## src/rtl/fpu_addsub_issue_ctrl.sv

```systemverilog
// ---------------------------------------------------------------------------
// fpu_addsub_issue_ctrl
//
// Issue/retire controller wrapped around the fixed-latency add_sub_main
// pipeline. Requests are accepted on a valid/ready handshake and forwarded to
// the pipeline. A valid shift register follows each operation through the
// pipeline. Results are captured into a show-ahead FIFO and presented on a
// valid/ready handshake. The pipeline cannot stall, so credits are taken at
// issue time. An operation is only issued when a FIFO slot is guaranteed for
// its result.
//
// Optional feature: define FPU_ADDSUB_TAG_EN to add in_tag/out_tag. With it, a
// user tag travels alongside each operation and is returned with the result.
//
// Ports:
//   clk, arst_n          clock, asynchronous active-low reset
//   flush                synchronous discard of everything in flight/buffered
//   in_valid/in_ready    request handshake, operands in_a/in_b, in_op (1=sub)
//   in_tag               request tag (FPU_ADDSUB_TAG_EN only)
//   pipe_en/a/b/op       drive add_sub_main en/a/b/operation_select
//   pipe_r               add_sub_main R, valid LATENCY cycles after pipe_en
//   out_valid/out_ready  result handshake, out_r = FIFO head result
//   out_tag              FIFO head tag (FPU_ADDSUB_TAG_EN only)
//   busy                 any operation in flight or buffered
// ---------------------------------------------------------------------------
module fpu_addsub_issue_ctrl #(
  parameter int WIDTH   = 32,
  parameter int LATENCY = 5,
  parameter int DEPTH   = 4,
  parameter int TAG_W   = 4
) (
  input  logic             clk,
  input  logic             arst_n,
  input  logic             flush,
  input  logic             in_valid,
  output logic             in_ready,
  input  logic [WIDTH-1:0] in_a,
  input  logic [WIDTH-1:0] in_b,
  input  logic             in_op,
`ifdef FPU_ADDSUB_TAG_EN
  input  logic [TAG_W-1:0] in_tag,
  output logic [TAG_W-1:0] out_tag,
`endif
  output logic             pipe_en,
  output logic [WIDTH-1:0] pipe_a,
  output logic [WIDTH-1:0] pipe_b,
  output logic             pipe_op,
  input  logic [WIDTH-1:0] pipe_r,
  output logic             out_valid,
  input  logic             out_ready,
  output logic [WIDTH-1:0] out_r,
  output logic             busy
);

  localparam int PW = $clog2(DEPTH);
  localparam int CW = $clog2(DEPTH + 1);
  localparam int IW = $clog2(LATENCY + 1);

  // Elaboration-time parameter sanity checks.
  if (DEPTH < 2 || (DEPTH & (DEPTH - 1)) != 0) begin : g_bad_depth
    $error("DEPTH must be a power of 2 and >= 2");
  end
  if (LATENCY < 1) begin : g_bad_latency
    $error("LATENCY must be >= 1");
  end
  if (TAG_W < 1) begin : g_bad_tag_w
    $error("TAG_W must be >= 1");
  end

  logic [LATENCY-1:0] vsr;
  logic [IW-1:0]      inflight;
  logic [CW-1:0]      count;
  logic [PW-1:0]      wr_ptr;
  logic [PW-1:0]      rd_ptr;
  logic [WIDTH-1:0]   mem [DEPTH];
  logic               issue;
  logic               push;
  logic               pop;

  // -------------------------------------------------------------------------
  // Issue side
  // -------------------------------------------------------------------------
  assign issue   = in_valid && in_ready && !flush;
  assign pipe_en = issue;
  assign pipe_a  = issue ? in_a : '0;
  assign pipe_b  = issue ? in_b : '0;
  assign pipe_op = issue && in_op;

  // NOTE: every variable written in always_comb gets a default first, so no
  // path leaves it unassigned and no latch is inferred.
  always_comb begin
    inflight = '0;
    for (int i = 0; i < LATENCY; i++) begin
      inflight = inflight + IW'(vsr[i]);
    end
  end

  // Credits cover buffered plus in-flight results. A pop in this cycle is
  // not credited until the next cycle, so the check stays conservative.
  assign in_ready = (32'(count) + 32'(inflight)) < 32'(DEPTH);

  // -------------------------------------------------------------------------
  // Retire side
  // -------------------------------------------------------------------------
  assign push      = vsr[LATENCY-1];
  assign out_valid = (count != '0);
  assign pop       = out_valid && out_ready;
  assign busy      = (inflight != '0) || (count != '0);

  // Gate with out_valid so the head reads 0 while the FIFO is empty.
  assign out_r = out_valid ? mem[rd_ptr] : '0;

  // NOTE: sequential state uses non-blocking assignments only. All flops then
  // sample the values from before the edge, whatever order the statements are in.
  always_ff @(posedge clk or negedge arst_n) begin
    if (!arst_n) begin
      vsr    <= '0;
      count  <= '0;
      wr_ptr <= '0;
      rd_ptr <= '0;
    end else if (flush) begin
      // Pipeline results already launched still appear on pipe_r. Their valid
      // bits are dropped here, so they are never written.
      vsr    <= '0;
      count  <= '0;
      wr_ptr <= '0;
      rd_ptr <= '0;
    end else begin
      // Shift left and insert issue at bit 0. The cast drops the oldest bit.
      vsr <= LATENCY'({vsr, issue});
      if (push) wr_ptr <= wr_ptr + 1'b1;
      if (pop)  rd_ptr <= rd_ptr + 1'b1;
      if (push && !pop)      count <= count + 1'b1;
      else if (pop && !push) count <= count - 1'b1;
    end
  end

  // NOTE: the FIFO storage has no reset. Entries are only read while count
  // says they are valid, so resetting the array would add cost and change nothing.
  always_ff @(posedge clk) begin
    if (push && !flush) mem[wr_ptr] <= pipe_r;
  end

`ifdef FPU_ADDSUB_TAG_EN
  // -------------------------------------------------------------------------
  // Tag path: shifts in step with vsr and is stored next to the result.
  // -------------------------------------------------------------------------
  logic [TAG_W-1:0] tsr  [LATENCY];
  logic [TAG_W-1:0] tmem [DEPTH];

  always_ff @(posedge clk or negedge arst_n) begin
    if (!arst_n) begin
      for (int i = 0; i < LATENCY; i++) tsr[i] <= '0;
    end else if (flush) begin
      for (int i = 0; i < LATENCY; i++) tsr[i] <= '0;
    end else begin
      tsr[0] <= issue ? in_tag : '0;
      for (int i = 1; i < LATENCY; i++) tsr[i] <= tsr[i-1];
    end
  end

  always_ff @(posedge clk) begin
    if (push && !flush) tmem[wr_ptr] <= tsr[LATENCY-1];
  end

  assign out_tag = out_valid ? tmem[rd_ptr] : '0;
`endif

endmodule

```

## config.mk

```make
export PLATFORM = sky130hd
export DESIGN_NAME = fpu_addsub_issue_ctrl
export DESIGN_NICKNAME = d
export VERILOG_FILES = /design/src/rtl/fpu_addsub_issue_ctrl.sv
export SDC_FILE = /design/constraint.sdc
export NUM_CORES = 1
export LEC_CHECK = 0
export ABC_CLOCK_PERIOD_IN_PS = 3700
export BUFFER_PORTS_ARGS = -buffer_cell sky130_fd_sc_hd__buf_2
export CORE_ASPECT_RATIO = 0.5
export CORE_MARGIN = 10
export CORE_UTILIZATION = 50
export CTS_CLUSTER_SIZE = 12
export DETAILED_ROUTE_END_ITERATION = 10
export GPL_TIMING_DRIVEN = 1
export PLACE_DENSITY = 0.79
export SLEW_MARGIN = 20
export SYNTH_ARGS = -nofsm -noshare
export SYNTH_HDL_FRONTEND = slang
export SYNTH_SLANG_ARGS = --single-unit
```

## constraint.sdc

```tcl
create_clock -name clk -period 3.7 [get_ports clk]
set_clock_uncertainty 0.1 [all_clocks]
set_input_delay 0.37 -clock clk [delete_from_list [all_inputs] [get_ports clk]]
set_output_delay 0.37 -clock clk [all_outputs]
set_load 0.02 [all_outputs]
```

After elaboration in Yosys (flattened, before gate mapping)
Memory sizes are Yosys's and may differ from the RTL's.
Cells that the tools add are included.

operators by class
  magnitude comparators = 1
  reduce and logical (&&, ||, !) cells = 16
  eq/ne operators = 0
  divide/modulo/power cells = 0
  bitwise gates (word level) = 0
  mux-type cells = 13
  shifts and indexed selects = 0
  multipliers = 0
  $add $sub $neg = 9

operators with widths
  kind                                                count
  two-way mux 32 bit                                  3
  two-way mux 3 bit                                   3
  nonzero test 3 bit                                  3
  two-way mux 2 bit                                   4
  logical AND 1 bit                                   7
  adder 3 x 1 -> 3 bit                                2
  two-way mux 5 bit                                   1
  adder 2 x 1 -> 2 bit, second input constant         2
  adder 3 x 3 -> 4 bit                                1
  < comparator 4 x 3 -> 1 bit, second input constant  1
  nonzero test 2 bit                                  2
  adder 2 x 1 -> 3 bit                                1
  adder 3 x 1 -> 3 bit, second input constant         1
  logical NOT 1 bit                                   3
  subtractor 3 x 1 -> 3 bit, second input constant    1
  adder 1 x 1 -> 2 bit                                1
  two-way mux 1 bit                                   2
  logical OR 1 bit                                    1

word-level totals
  bits in read-only memories = 0
  logic and storage cells = 44
  RAM bits = 128
  memories kept = 1
  latch bits = 0
  bits of input ports = 102
  flip-flop bits (word level) = 12
  output and inout port bits = 101

memories
  memory  depth  width  rd ports  clocked after memory_dff  wr ports  RTL line  source
  mem     4      32     1         0                         1         75        logic [WIDTH-1:0] mem [DEPTH];

Logic depth before layout (Yosys ltp)
Gate-level depths: netlist of the first run.

  depth in word-level cells = 9
  depth in mapped cells = 11
  depth with buffers taken out = 9

Least setup slack after synthesis of the first run
Ideal clock, no wire load.

  path type = register to output
  start point = register vsr[0]
  end point = output port pipe_a[13]
  cell stages (with the launch flop) = 12
  data arrival time = 2.811 ns
  data required time = 3.230 ns
  setup slack = 0.419 ns
  cell sequence = dfrtp_1 fa_1 inv_1 fa_1 inv_1 ha_1 ha_1 and3b_1 and4bb_1 buf_2 buf_2 and2_1

on the way
  word-level cells in the longest chain between the ends = 9

RTL lines
  element                             RTL line  source
  start: declaration                  70        logic [LATENCY-1:0] vsr;
  start signal: assignment            130       vsr <= LATENCY'({vsr, issue});
  adder 1 x 1 -> 2 bit                94        inflight = inflight + IW'(vsr[i]);
  adder 2 x 1 -> 3 bit                94
  adder 3 x 1 -> 3 bit (2 in series)  94
  adder 3 x 3 -> 4 bit                100       assign in_ready = (32'(count) + 32'(inflight)) < 32'(DEPTH);
  < comparator 4 x 3 -> 1 bit         100
  logical AND 1 bit (2 in series)     83        assign issue = in_valid && in_ready && !flush;
  two-way mux 32 bit                  85        assign pipe_a = issue ? in_a : '0;
  end: declaration                    45        output logic [WIDTH-1:0] pipe_a,

Every way passes these cells.

Final worst setup path of the first run
  start point = register vsr[0]
  end point = output port pipe_a[30]

The elaborated chain is that of the path after synthesis.

==> results of run 1 <==
## cell type report
cell class / instances / area, um2
Sequential cell: 140 / 4150
Fill cell: 736 / 3200
Multi-Input combinational cell: 181 / 1940
Timing Repair Buffer: 219 / 1690
Clock buffer: 19 / 433
Tap cell: 165 / 206
Clock inverter: 13 / 143
Inverter: 9 / 33.8
Antenna cell: 2 / 5.00
## cells by family after synthesis
logic type               share of synthesized area [%]
adder cells (fa/ha/maj)                           2.44
buffers and inverters                             2.32
multiplexers                                      12.4
flip-flops                                        68.5
AO/OA/AOI/OAI                                     1.43
AND/OR/NAND/NOR                                   12.5
XOR/XNOR                                         0.434
## layout by cell type (no fill, tap or decap), types with 2 or more instances in the layout
master | synthesis | layout
buf_4 | 3 | 6
ha_1 | 7 | 5
inv_1 | 9 | 8
clkbuf_16 | 0 | 19
clkbuf_1 | 8 | 2
and2_1 | 101 | 43
and2_2 | 0 | 4
buf_16 | 0 | 4
mux4_2 | 32 | 32
nor2_1 | 9 | 9
buf_8 | 0 | 2
buf_2 | 10 | 137
and2_4 | 0 | 54
bufinv_16 | 0 | 2
ha_4 | 0 | 2
clkinv_4 | 0 | 2
diode_2 | 0 | 2
edfxtp_1 | 128 | 128
fa_1 | 3 | 2
and3b_1 | 2 | 2
buf_6 | 0 | 66
inv_6 | 0 | 3
a21oi_1 | 3 | 3
clkinvlp_4 | 0 | 4
dfrtp_1 | 12 | 11
mux2i_1 | 2 | 2
nor2b_1 | 4 | 4
xor2_1 | 2 | 2
## report_power, final
group / leakage (nW) / switching [mW] / internal [mW]
Combinational: 1.86 / 0.984 / 0.883
Sequential: 1.31 / 0.0927 / 1.75
Clock: 0.268 / 0.638 / 0.995
Total: 3.44 / 1.71 / 3.63
## final timing paths
check                              to  slack (ps)
setup / recovery           pipe_a[30]         -50
hold / removal             mem[2][18]          70
setup reg to reg               vsr[0]         950
hold reg to reg                vsr[4]         420
max in group asynchronous   rd_ptr[0]        2950
min in group asynchronous      vsr[1]         300
## metal layers
metal | GRT usage (%) | part of all wire [%] | vias to the layer above
li1 | - | - | 1750
met1 | 21.3 | 37 | 1980
met2 | 33.0 | 52 | 156
met3 | 6.23 | 6.6 | 36
met4 | 6.80 | 3.7 | 0
met5 | 0 | 0 | -
## repair_timing
item                                    4_1_cts  5_1_grt
buffers inserted                              5        0
gates resized for setup                      72      130
endpoints found under the hold margin        12        0
endpoints found under the setup margin       65       66
gates cloned                                  4        2
pin swaps                                     3       24
hold buffers                                  1        0
## registers in the layout, summed over array words and instances (netlist names)
signal	cells
vsr	5
mem	128
wr_ptr	2
count	3
rd_ptr	2
## metrics by stage
stage	util (%)	power, mW	area [um2]	instances	hold WS [ps]
after global placement	61.2	3.48	7220	703	164
after detailed placement	61.2	3.49	7220	703	172
after global routing	72.8	5.59	8600	746	62.9
final	72.9	5.34	8600	748	74.1
after CTS	69.0	5.25	8150	744	57.7
after floorplan	-	2.95	6050	352	-25.6
==> metrics, run 1 <==
status complete, but fails checks; failing checks negative setup slack; antenna viol nets, final 0; Worst Path Arrival 3280 ps; asr flop ratio synth 8.57%; Yosys warning count 0; FP Rows 28; Final Slew Violations 0; clock sink total 140; Slew Limit Headroom 41.3%; peak supply drop 0.405 mV; clock root buffer clkbuf_16; Synth area leaders edfxtp_1, mux4_2, and2_1; Horiz. Die Dim 176 um; DRC 0; input/output buffers 202; Synth Flop Type edfxtp_1; DP Wirelength 11200 um; 1st-iter DRT viols 252; vias per inst 5.24; hold path start pipe_r[18]; minimum clock period 3750 ps; H-tree lvl count 4; most frequent cells after synthesis edfxtp_1, and2_1, mux4_2; total grt overflow 0; Critical Path, Cell by Cell fa_1, inv_1, fa_2, inv_2, ha_4, ha_4, and3b_1, and4bb_4, buf_8, clkbuf_16, and2_4, buf_6; die area 17200 um2; drt first pass iters 4; vias in the first global route 4067; count of final setup violators 57; Syn Inst Count 352; final hold violations 0; worst-path maximum fanout 7; max_cap viols 0; initial antenna violation count 0; CP top delay family adder cells; post-synthesis sequential area ratio 68.5%; CP required 3230 ps; Final nets 680; Leak 3.44 nW; Clock Tree Buf Depth 2; slew at the pin with the worst max-slew slack 881 ps; Routed WL 17600 um; total track usage 18.8%; Avg WL per Cell 23.5 um; type of origin of the critical path flop; critical path depth in cells 12; slowest CP cell fa_1; Final Cycle Share 101%; setup ws final -49.5 ps; Crit. Startpoint vsr[0]; unrepaired setup endpoints after global routing yes; pre-CTS WS 283 ps; GPL Wtd Cong 0.988; kind of critical path reg -> out; CP Buf/Inv Count 5; critical path's largest stage delay 530 ps; Clk Latency, worst-skew pair 410 ps; Hold Path Stages 1; FF-to-FF Start vsr[0]; most common cell in the netlist edfxtp_1; Yosys cell types 33; Post-synth EDFFs 128; first-pass GRT wire length 24600 um; Cell Area, Synth 6050 um2; Worst path most repeated cell ha_4; endpoint type of the worst setup path primary output; Hold Path Class in -> reg; syn_nets 464; f_max 0.267 GHz; core area 11800 um2; # IOs 203; Yosys reg bits 140; Avg Synthesized Cell Area 17.2 um2; TritonCTS clock tree yes; Reg2Reg Depth 10; area leader, netlist edfxtp_1; Pwr Density 621 nW/um2; share of cells above drive strength 1 59.6%; Initial Util 51.2%; Setup TNS Final -1150 ps; TritonCTS Buffers 17; total number of vias 3922; Worst-path clk slew 60 ps; Yosys top cell area share 63.5%; Area growth, synth to finish 42.2%; largest net degree at the start of global routing 36; Die Y 97.8 um
Power figures use the tool's default switching activity.
==> inputs of run 2 (changes only) <==
--- a/config.mk
+++ b/config.mk
@@ -12,7 +12,7 @@
 export CORE_UTILIZATION = 50
 export CTS_CLUSTER_SIZE = 12
 export DETAILED_ROUTE_END_ITERATION = 10
-export GPL_TIMING_DRIVEN = 1
+export GPL_TIMING_DRIVEN = 0
 export PLACE_DENSITY = 0.79
 export SLEW_MARGIN = 20
 export SYNTH_ARGS = -nofsm -noshare
==> metrics, run 2 (synthesis gave the netlist of run 1 again) <==
total track usage 19.8%; DRC 0; count of final setup violators 49; H-tree lvl count 4; Horiz. Die Dim 176 um; Leak 3.45 nW; CP required 3230 ps; pre-CTS WS 156 ps; CP top delay family adder cells; first-pass GRT wire length 25900 um; Initial Util 51.2%; antenna viol nets, final 0; type of origin of the critical path flop; most common cell after layout, fill and taps aside buf_2; Die Y 97.8 um; Avg WL per Cell 22.8 um; Worst Path Arrival 3290 ps; share of cells above drive strength 1 56.9%; biggest regs mem (128), vsr (5), count (3); Biggest register mem; total grt overflow 0; minimum clock period 3760 ps; core area 11800 um2; Setup TNS Final -1500 ps; kind of critical path reg -> out; # placed instances 722; TritonCTS clock tree yes; FP Rows 28; TritonCTS Buffers 17; drt first pass iters 4; fin cells 760; max_cap viols 0; CP Buf/Inv Count 5; Final Slew Violations 0; Worst-path clk slew 60 ps; Critical Path, Cell by Cell fa_1, inv_2, fa_2, inv_2, ha_4, ha_4, and3b_1, and4bb_4, buf_8, buf_6, and2_4, buf_6; max reg flops 128; slowest CP cell fa_1; vias per inst 5.29; GPL Wtd Cong 0.943; initial antenna violation count 1; f_max 0.266 GHz; Final Cycle Share 102%; slew at the pin with the worst max-slew slack 684 ps; failing checks negative setup slack; largest net degree at the start of global routing 20; Area growth, synth to finish 40.9%; total power 5.33 mW; Slew Limit Headroom 54.4%; clock sink total 140; die area 17200 um2; Hold Path Class in -> reg; commonest non-fill, non-tap cells in the layout buf_2, edfxtp_1, and2_1; vias in the first global route 4317; input/output buffers 201; DP Wirelength 11800 um; clock root buffer clkbuf_16; setup ws final -61.6 ps; Routed WL 17300 um; Clock Tree Buf Depth 2; Pwr Density 626 nW/um2; Clk Latency, worst-skew pair 410 ps; worst-path maximum fanout 5; peak supply drop 0.424 mV; reg2reg setup slack 1000 ps; status complete, but fails checks; endpoint type of the worst setup path primary output; unrepaired setup endpoints after global routing yes; # IOs 203; final hold violations 0; total number of vias 4020; critical path's largest stage delay 550 ps; 1st-iter DRT viols 238; Final nets 695
-- run 2: metal layers --
metal	wire [um]	GRT usage (%)	vias up
met5	0	0	-
met3	1100	5.61	36
li1	-	-	1780
met4	516	8.35	0
met1	6710	22.3	2034
met2	9020	35.0	170
-- run 2: repair_timing --
action / in CTS / in global routing
setup buffers: 0 / 1
cloned: 6 / 0
hold buffers: 1 / 0
setup endpoints to repair: 65 / 66
pin swaps: 43 / 4
gates resized for setup: 159 / 7
hold endpoints to repair: 12 / 0
-- run 2: final cells by class --
cell class,count,area (um2)
diodes,1,2.50
fillers,737,3280
flip-flops and latches,140,4140
inverters,9,33.8
multi-input cells,181,1910
repair buffers,213,1500
clock inverters,10,143
well taps,165,206
clock buffers,20,437
plain buffers,21,148
-- run 2: per-stage QoR --
| step | hold WS (ps) | area (um2) | utilization [%] |
|---|---|---|---|
| 2_1_floorplan | -25.6 | 6050 | - |
| 3_3_place_gp | 162 | 7260 | 61.5 |
| 3_5_place_dp | 169 | 7380 | 62.5 |
| 4_1_cts | 58.7 | 8500 | 72.0 |
| 5_1_grt | 67.7 | 8530 | 72.2 |
| 6_report | 70.0 | 8530 | 72.2 |
-- run 2: worst reg2reg max path: stages (launching register included) --
cell and delay, ps:
dfrtp_1 400, fa_1 550, inv_2 40, fa_2 320
inv_2 70, ha_4 200, ha_4 200, and3b_1 170
and4bb_4 390, buf_4 180
-- run 2: path summary, 6_finish.rpt --
| path | start | end | cells after the start |
|---|---|---|---|
| max reg2reg | vsr[3] | vsr[0] | 9 |
| min reg2reg | vsr[1] | vsr[2] | 1 |
| max | vsr[3] | pipe_a[29] | 12 |
| min | pipe_r[10] | mem[0][10] | 1 |
| max in group asynchronous | arst_n | wr_ptr[0] | 2 |
| min in group asynchronous | arst_n | vsr[1] | 2 |
-- run 2: power by group --
group,switching [mW],internal (mW),total [mW]
registers,0.0331,1.75,1.79
logic,1.05,0.844,1.90
clock network,0.599,1.05,1.65
total,1.69,3.65,5.33
